### config.mk
export PLATFORM = sky130hd
export DESIGN_NAME = regfile_wb_scheduler
export DESIGN_NICKNAME = d
export VERILOG_FILES = /design/src/rtl/regfile_wb_scheduler_pkg.sv /design/src/rtl/regfile_wb_scheduler_arbiter.sv /design/src/rtl/regfile_wb_scheduler.sv
export SDC_FILE = /design/constraint.sdc
export NUM_CORES = 1
export LEC_CHECK = 0
export ABC_CLOCK_PERIOD_IN_PS = 4900
export CAP_MARGIN = 20
export CORE_UTILIZATION = 44
export CTS_CLUSTER_SIZE = 40
export DETAILED_ROUTE_END_ITERATION = 8
export GPL_TIMING_DRIVEN = 0
export PLACE_DENSITY = 0.86
export SKIP_CTS_REPAIR_TIMING = 1
export SYNTH_ARGS = -nofsm -noshare
export SYNTH_HDL_FRONTEND = slang
export SYNTH_SLANG_ARGS = --single-unit
### constraint.sdc
create_clock -name clk -period 4.9 [get_ports clk]
set_input_delay 0.49 -clock clk [delete_from_list [all_inputs] [get_ports clk]]
set_output_delay 0.49 -clock clk [all_outputs]
set_load 0.05 [all_outputs]
### src/rtl/regfile_wb_scheduler_pkg.sv
// Shared types for the register-file writeback scheduler: register index/data
// types and the writeback request record.
package regfile_wb_scheduler_pkg;

   localparam int NUM_WB_SRC = 2;
   localparam int REG_IDX_W  = 5;
   localparam int REG_DATA_W = 32;

   typedef logic [REG_IDX_W-1:0]  reg_index_t;
   typedef logic [REG_DATA_W-1:0] reg_data_t;

   localparam reg_index_t REG_ZERO     = '0;
   localparam reg_data_t  REG_ZERO_VAL = '0;

   typedef struct packed {
      logic       valid;
      reg_index_t rd;
      reg_data_t  data;
   } wb_req_t;

   // x0 is hardwired, so it never takes part in hazard tracking
   function automatic logic is_tracked(input reg_index_t r);
      return r != REG_ZERO;
   endfunction

endpackage

### src/rtl/regfile_wb_scheduler_arbiter.sv
// Two-way round-robin arbiter; on contention the source that did not win
// last time is granted. Grant is combinational from req.
module rr_arbiter2_m (
   input  logic       clk,
   input  logic       reset,
   input  logic [1:0] req,
   output logic [1:0] grant
);

   logic last_grant;

   always_comb begin
      grant = req;
      if (req == 2'b11) grant = last_grant ? 2'b01 : 2'b10;
   end

   // reset to 1 so source 0 wins the first contention
   always_ff @(posedge clk or posedge reset) begin
      if (reset)       last_grant <= 1'b1;
      else if (|grant) last_grant <= grant[1];
   end

endmodule

### src/rtl/regfile_wb_scheduler.sv
// Register-file write-port scheduler: scoreboard of pending destinations with
// RAW/WAW issue stalls, and round-robin arbitration of two writeback sources.
module regfile_wb_scheduler
   import regfile_wb_scheduler_pkg::*;
#(
   parameter int REG_COUNT = 32,
   parameter int NUM_WB    = NUM_WB_SRC
) (
   input  logic                               clk,
   input  logic                               reset,
   input  logic                               issue_valid,
   input  logic [4:0]                         issue_rs1,
   input  logic [4:0]                         issue_rs2,
   input  logic                               issue_uses_rs1,
   input  logic                               issue_uses_rs2,
   input  logic [4:0]                         issue_rd,
   input  logic                               issue_writes_rd,
   output logic                               issue_stall,
   input  logic [NUM_WB-1:0]                  wb_valid,
   input  logic [NUM_WB-1:0][4:0]             wb_rd,
   input  logic [NUM_WB-1:0][31:0]            wb_data,
   output logic [NUM_WB-1:0]                  wb_ready,
   output logic                               rf_write_enable,
   output logic [4:0]                         rf_write_reg_addr,
   output logic [31:0]                        rf_write_data,
   output logic [REG_COUNT-1:0]               busy_vec,
   output logic [$clog2(REG_COUNT+1)-1:0]     pending_count,
   output logic                               wb_error
);

   localparam int CNT_W = $clog2(REG_COUNT+1);

   wb_req_t           req [NUM_WB];
   logic [NUM_WB-1:0] req_vld;

   for (genvar i = 0; i < NUM_WB; i++) begin : g_req
      assign req[i]     = '{valid: wb_valid[i], rd: wb_rd[i], data: wb_data[i]};
      assign req_vld[i] = req[i].valid;
   end

   rr_arbiter2_m u_arb (
      .clk   (clk),
      .reset (reset),
      .req   (req_vld),
      .grant (wb_ready)
   );

   wb_req_t win;
   logic    any_grant;

   always_comb begin
      win = '{valid: 1'b0, rd: REG_ZERO, data: REG_ZERO_VAL};
      for (int i = 0; i < NUM_WB; i++)
         if (wb_ready[i]) win = req[i];
   end

   assign any_grant         = |wb_ready;
   assign rf_write_enable   = any_grant;
   assign rf_write_reg_addr = win.rd;
   assign rf_write_data     = win.data;

   logic                 clr_en, clr_hit, set_en;
   logic                 raw1, raw2, waw;
   logic [REG_COUNT-1:0] clr_vec, set_vec, eff_busy;

   assign clr_en  = any_grant && is_tracked(win.rd);
   assign clr_hit = clr_en && busy_vec[win.rd];

   // the register file forwards this cycle's write, so the target reads as free
   always_comb begin
      clr_vec = '0;
      if (clr_en) clr_vec[win.rd] = 1'b1;
      eff_busy = busy_vec & ~clr_vec;
   end

   assign raw1 = issue_uses_rs1 && is_tracked(issue_rs1) && eff_busy[issue_rs1];
   assign raw2 = issue_uses_rs2 && is_tracked(issue_rs2) && eff_busy[issue_rs2];
   // WAW uses raw busy so a set can never coincide with a legal clear
   assign waw  = issue_writes_rd && is_tracked(issue_rd) && busy_vec[issue_rd];

   assign issue_stall = issue_valid && (raw1 || raw2 || waw);
   assign set_en      = issue_valid && !issue_stall && issue_writes_rd && is_tracked(issue_rd);

   always_comb begin
      set_vec = '0;
      if (set_en) set_vec[issue_rd] = 1'b1;
   end

   always_ff @(posedge clk or posedge reset) begin
      if (reset) begin
         busy_vec      <= '0;
         pending_count <= '0;
         wb_error      <= 1'b0;
      end else begin
         busy_vec      <= (busy_vec & ~clr_vec) | set_vec;
         pending_count <= pending_count + CNT_W'(set_en) - CNT_W'(clr_hit);
         if (clr_en && !busy_vec[win.rd]) wb_error <= 1'b1;
      end
   end

endmodule

# Word level (Yosys, flattened, before mapping)
# Index checks and enable logic that the tools add are counted.
op_classes:
  magnitude_cmp: 6
  add_sub_neg: 2
  n_reduce_logical: 24
  bitwise_logic: 3
  mux: 18
  n_eq_ne: 1
ops:
  columns: ["cell", "count"]
  rows:
  - ["$mux W37", 2]
  - ["$mux W32", 2]
  - ["$and A32 B32 Y32", 1]
  - ["$not A32 Y32", 1]
  - ["$or A32 B32 Y32", 1]
  - ["$lt A5 B6 Y1 const B", 4]
  - ["$bmux W1 S5", 4]
  - ["$reduce_bool A5 Y1", 4]
  - ["$logic_and A1 B1 Y1", 15]
  - ["$demux W1 S5", 2]
  - ["$ge A5 B1 Y1 const B", 2]
  - ["$add A6 B1 Y6", 1]
  - ["$mux W1", 6]
  - ["$sub A6 B1 Y6", 1]
  - ["$mux W2", 2]
  - ["$eq A2 B2 Y1 const B", 1]
  - ["$logic_not A1 Y1", 2]
  - ["$logic_or A1 B1 Y1", 2]
  - ["$reduce_or A2 Y1", 1]
word_totals:
  input_bits: 97
  wordCells: 58
  reg_bits: 40

# Logic depth before layout (Yosys ltp)
logic_depth:
  depth_word: 23
  mapped_depth: 23
  ltp_nobuf: 19

# By module
# Synthesis repeated with hierarchy kept, for this count alone.
unflattened:
  cells_unflattened: 481
  hier_area_um2: 4204.0
modules_own_cells:
  columns: ["module", "seq_area_each_um2", "cells_each", "instances", "area_per_inst_um2"]
  rows:
  - ["regfile_wb_scheduler", 975.9, 474, 1, 4146.5]
  - ["rr_arbiter2_m", 26.3, 7, 1, 57.6]

# Least setup slack after synthesis
# Ideal clock, no wire load.
synth_timing:
  path_kind: "input-to-reg"
  from: "in wb_valid[0]"
  to: "reg pending_count[4]"
  n_path_buf: 2
  required_ns: 4.777
  slack_ns: 0.506
  arrival_time_ns: 4.272
  setup_ns: 0.123
  path_stages: 21
  cell_sequence: "buf_4 -> a21boi_4 -> buf_6 -> a32oi_2 -> inv_2 -> nand2_1 -> o21ai_1 -> nor2_1 -> or4_4 -> a311oi_4 -> nand2_1 -> or3_1 -> ha_1 -> inv_1 -> ha_1 -> inv_1 -> fa_1 -> inv_1 -> a21o_1 -> a21oi_1 -> xnor2_1"
synth_between:
  elab_chain_cells: 23
  elab_cells_between_ends: 33
  classes_between: "2 x add/sub; 2 x order compare; 1 x eq/ne; 12 x mux; 2 x bitwise; 14 x reduce/logical"
synth_rtl:
  columns: ["item", "line", "source"]
  rows:
  - ["from (decl)", "regfile_wb_scheduler.sv:19", "input logic [NUM_WB-1:0] wb_valid,"]
  - ["$eq A2 B2 Y1", "regfile_wb_scheduler_arbiter.sv:14", "if (req == 2'b11) grant = last_grant ? 2'b01 : 2'b10;"]
  - ["$mux W2 *", "regfile_wb_scheduler_arbiter.sv:14", null]
  - ["$mux W37", "regfile_wb_scheduler.sv:54", "if (wb_ready[i]) win = req[i];"]
  - ["$mux W37 *", "regfile_wb_scheduler.sv:54", null]
  - ["net rf_write_reg_addr[4]", "regfile_wb_scheduler.sv:24", "output logic [4:0] rf_write_reg_addr,"]
  - ["$lt A5 B6 Y1 (not written as such) or $ge A5 B1 Y1 (tied branches)", "regfile_wb_scheduler.sv:72", "if (clr_en) clr_vec[win.rd] = 1'b1;"]
  - ["$logic_and A1 B1 Y1 (not written as such)", "regfile_wb_scheduler.sv:72", null]
  - ["$mux W1 (not written as such)", "regfile_wb_scheduler.sv:72", null]
  - ["[... 5 more ...]", null, null]
  - ["$mux W1, on equally long branches", "regfile_wb_scheduler.sv:76, regfile_wb_scheduler.sv:77", null]
  - ["$logic_and A1 B1 Y1, on equally long branches", "regfile_wb_scheduler.sv:76, regfile_wb_scheduler.sv:77", null]
  - ["$logic_or A1 B1 Y1 (2 in series)", "regfile_wb_scheduler.sv:81", "assign issue_stall = issue_valid && (raw1 || raw2 || waw);"]
  - ["$logic_and A1 B1 Y1", "regfile_wb_scheduler.sv:81", null]
  - ["$logic_not A1 Y1", "regfile_wb_scheduler.sv:82", "assign set_en = issue_valid && !issue_stall && issue_writes_rd && is_tracked(issue_rd);"]
  - ["$logic_and A1 B1 Y1 (3 in series)", "regfile_wb_scheduler.sv:82", null]
  - ["$add A6 B1 Y6", "regfile_wb_scheduler.sv:96", "pending_count <= pending_count + CNT_W'(set_en) - CNT_W'(clr_hit);"]
  - ["$sub A6 B1 Y6 *", "regfile_wb_scheduler.sv:96", null]
  - ["to (signal assigned)", "regfile_wb_scheduler.sv:96", null]
  - ["to (decl)", "regfile_wb_scheduler.sv:27", "output logic [$clog2(REG_COUNT+1)-1:0] pending_count,"]
# The timed path passes the listed nets; every way through them passes the cells marked *. The select of a mux whose other input is x is not followed.
# A chain may end at the register's enable or synchronous reset.

# Worst setup path in the final report
layout_timing:
  from: "in wb_valid[1]"
  to: "reg pending_count[4]"
layout_between:
  elab_chain_cells: 23
  elab_cells_between_ends: 33
  classes_between: "2 x add/sub; 2 x order compare; 1 x eq/ne; 12 x mux; 2 x bitwise; 14 x reduce/logical"
layout_rtl:
  columns: ["item", "line"]
  rows:
  - ["$eq A2 B2 Y1", "regfile_wb_scheduler_arbiter.sv:14"]
  - ["$mux W2 *", "regfile_wb_scheduler_arbiter.sv:14"]
  - ["$mux W37 (2 in series)", "regfile_wb_scheduler.sv:54"]
  - ["$lt A5 B6 Y1 (not written as such) or $ge A5 B1 Y1 (tied branches)", "regfile_wb_scheduler.sv:72"]
  - ["$logic_and A1 B1 Y1 (not written as such)", "regfile_wb_scheduler.sv:72"]
  - ["$mux W1 (not written as such)", "regfile_wb_scheduler.sv:72"]
  - ["$demux W1 S5", "regfile_wb_scheduler.sv:72"]
  - ["$mux W32", "regfile_wb_scheduler.sv:72"]
  - ["[... 3 more ...]", null]
  - ["$mux W1, on equally long branches", "regfile_wb_scheduler.sv:76, regfile_wb_scheduler.sv:77"]
  - ["$logic_and A1 B1 Y1, on equally long branches", "regfile_wb_scheduler.sv:76, regfile_wb_scheduler.sv:77"]
  - ["$logic_or A1 B1 Y1 (2 in series)", "regfile_wb_scheduler.sv:81"]
  - ["$logic_and A1 B1 Y1", "regfile_wb_scheduler.sv:81"]
  - ["$logic_not A1 Y1", "regfile_wb_scheduler.sv:82"]
  - ["$logic_and A1 B1 Y1 (3 in series)", "regfile_wb_scheduler.sv:82"]
  - ["$add A6 B1 Y6", "regfile_wb_scheduler.sv:96"]
  - ["$sub A6 B1 Y6 *", "regfile_wb_scheduler.sv:96"]
# Mark *: on every way between the ends. The rest lies on a longest branch, timed or not. The select of a mux whose other input is x is not followed.

==> results.sh <==
export IMPL_slew_violations=0
export IMPL_wl_um=18500
export IMPL_power_leakage_nw=2.36
export IMPL_n_fill_cell=715
export IMPL_worstSetupStartpointType="input port"
export IMPL_synth_edf_count=0
export IMPL_grt_pass1_vias=4747
export IMPL_synth_area_per_cell_um2=8.51
export IMPL_holdPathStages=1
export IMPL_synth_top_area_cell="dfrtp_1"
export IMPL_hp_class="flip-flop to flip-flop"
export IMPL_seq_area_um2=1000
export IMPL_grt_ovfl_total=0
export IMPL_syn_area_um2=4120
export IMPL_ys_ff_latch=40
export IMPL_cp_data_arrival_time_ns=4.95
export IMPL_die_w_um=98.8
export IMPL_ys_types=71
export IMPL_synth_top_area_share_pct=23.7
export IMPL_synth_area_leaders="dfrtp_1 24%, a22o_1 7.0%, nand2_1 4.6%"
export IMPL_avgRoutedWirePerCell_um=23.6
export IMPL_placed_area_um2=5950
export IMPL_ios=177
export IMPL_ff2ff_setup_slack_ns=0.33
export IMPL_first_pass_iters=6
export IMPL_clkTransAtPathRegs_ns=0.08
export IMPL_ir_drop_uv=569
export IMPL_power_total_mw=2.17
export IMPL_grt_max_degree=41
export IMPL_tightest_slew_ns=0.884
export IMPL_fin_nets=777
export IMPL_fin_area_um2=6350
export IMPL_synth_net_count=588
export IMPL_cts_sinks=40
export IMPL_htreeDepth=2
export IMPL_cap_violations=0
export IMPL_drive_above_1_share_pct=15.4
export IMPL_antenna_found_initial=2
export IMPL_critPathKind="input port to flip-flop"
export IMPL_min_delay_start="wb_error"
export IMPL_reg2reg_to="pending_count[4]"
export IMPL_fin_worst_skew_ns=0.0105
export IMPL_cts_tree="built"
export IMPL_rsz0062_at_grt="yes"
export IMPL_clk_path_buf_depth=2
export IMPL_endpoint_kind="flip-flop"
export IMPL_fmax_mhz=210
export IMPL_fin_util_pct=71.5
export IMPL_hpwlAfterDp_um=14400
export IMPL_numCtsBuffers=5
export IMPL_final_common_cell="clkdlybuf4s50_1"
export IMPL_vias=5170
export IMPL_grt_usage_pct=36.8
export IMPL_io_buffers=169
export IMPL_insertion_delay_ns=0.30
export IMPL_synth_async_reset_ratio_pct=100
export IMPL_multi_input_area_um2=2980
export IMPL_synthCells=484
export IMPL_period_minus_slack_ns=4.76
export IMPL_seq_area_frac_synth_pct=24.3
export IMPL_p_per_area_nw_per_um2=341
export IMPL_grt_pass1_wl_um=27100
export IMPL_worst_ep_required_time_ns=5.09
export IMPL_core_rowCount=34
export IMPL_die_area_um2=9760
export IMPL_layout_common_cells="168 x clkdlybuf4s50_1, 48 x nand2_1, 39 x dfrtp_1"
export IMPL_status="completed"
export IMPL_drc=0
export IMPL_start_util_pct=46.3
export IMPL_setup_viol=0
export IMPL_fp_dieH_um=98.8
export IMPL_period_share_pct=97.2
export IMPL_drtIter0Drc=514
export IMPL_reg2reg_from="u_arb.last_grant"
export IMPL_synthFlopType="dfrtp_1"
export IMPL_holdPathEnd="wb_error"
export IMPL_yosysWarnings=0
export IMPL_crit_fanout=10
export IMPL_area_delta_synth_final_pct=54.2
export IMPL_postRouteAntennaNets=0
export IMPL_core_area_um2=8890
export IMPL_reg2reg_depth=21
export IMPL_post_drt_via_cell_ratio=6.59
export IMPL_cts_root_buf="clkbuf_8"
export IMPL_slew_headroom_pct=41.0
export IMPL_gp_congestion=1.01
export IMPL_timing_setup_tns_ns=0
export IMPL_finalHoldViolations=0
through the flow:
stage	instances	hold WS (ns)	setup WS (ns)
after global placement	761	0.444	-0.638
after CTS	769	0.463	-0.397
after detailed placement	761	0.445	-0.721
after global routing	784	0.487	-0.0271
after floorplan	484	0.499	0.506
final	784	0.460	0.138
critical path, cell delays in order:
cell and delay [ns]:
clkdlybuf4s50_1 0.57, a21boi_4 0.28, buf_6 0.19, a32oi_2 0.09, inv_2 0.19, nand2_2 0.15
clkbuf_4 0.24, o21ai_4 0.25, mux2i_1 0.12, a32oi_1 0.26, and4_1 0.24, buf_4 0.15
nand2_1 0.07, or3_1 0.34, ha_1 0.30, inv_1 0.05, ha_1 0.16, inv_1 0.06
fa_1 0.40, inv_1 0.07, a21o_1 0.10, a21oi_1 0.07, xnor2_1 0.12
cells by family after synthesis:
kind of cell | after synthesis | share of synthesized area [%]
AND/OR/NAND/NOR | 176 | 23.5
AO/OA/AOI/OAI | 165 | 32.6
XOR/XNOR | 5 | 1.06
adder cells (fa/ha/maj) | 7 | 2.31
flip-flops | 40 | 24.3
multiplexers | 23 | 8.17
buffers and inverters | 68 | 7.96
per-layer routing:
metal	GRT usage, %	wire [um]	up-vias
li1	-	-	2290
met1	45.6	6920	2411
met2	60.5	8660	392
met3	8.23	1930	77
met4	17.9	954	0
met5	0	0	-
sequential cells by signal, indices dropped and copies added, names as in the netlist:
register	count
wb_error	1
busy_vec	32
u_arb.last_grant	1
pending_count	6
area by class of cell:
class                      instances  share of cell area, %
multi-input combinational        376                   47.0
timing repair buffer             182                   28.2
sequential                        40                   15.8
buffer                            44                   3.82
tap                              108                   2.13
inverter                          24                   1.50
clock buffer                       6                   1.30
clock inverter                     2                  0.236
antenna                            2                 0.0788
Yosys cell counts (all sizes together), types with 3 or more instances:
library cell / instances
a21boi: 3
a21o: 3
a21oi: 6
a22o: 33
a311oi: 8
a31oi: 4
a32oi: 6
and2: 4
and3: 9
buf: 21
clkbuf: 23
dfrtp: 39
ha: 6
inv: 23
mux2: 5
mux2i: 10
mux4: 8
nand2: 50
nand2b: 4
nand3: 30
nand3b: 3
nand4: 25
nor2: 11
nor2b: 5
nor3: 11
nor3b: 3
nor4: 6
o2111ai: 9
o211ai: 8
o21ai: 38
o22ai: 3
o31ai: 29
or2: 3
or3: 6
xnor2: 5
worst max-delay path by stage:
stage	from	end	slack (ns)	cells after the start
after floorplan	wb_valid[0]	pending_count[4]	0.51	21
after detailed placement	wb_valid[1]	pending_count[4]	-0.72	21
final	wb_valid[1]	pending_count[4]	0.14	23
after CTS	wb_valid[1]	pending_count[4]	-0.40	21
after global routing	wb_valid[1]	pending_count[4]	-0.03	21
after global placement	wb_valid[1]	pending_count[4]	-0.64	20
report_power, final:
part / total, mW / switching [mW] / internal [mW]
Sequential: 0.534 / 0.122 / 0.412
Clock: 0.239 / 0.125 / 0.114
Combinational: 1.39 / 0.861 / 0.534
Total: 2.17 / 1.11 / 1.06
No activity file was read; power rests on OpenSTA's default activity.
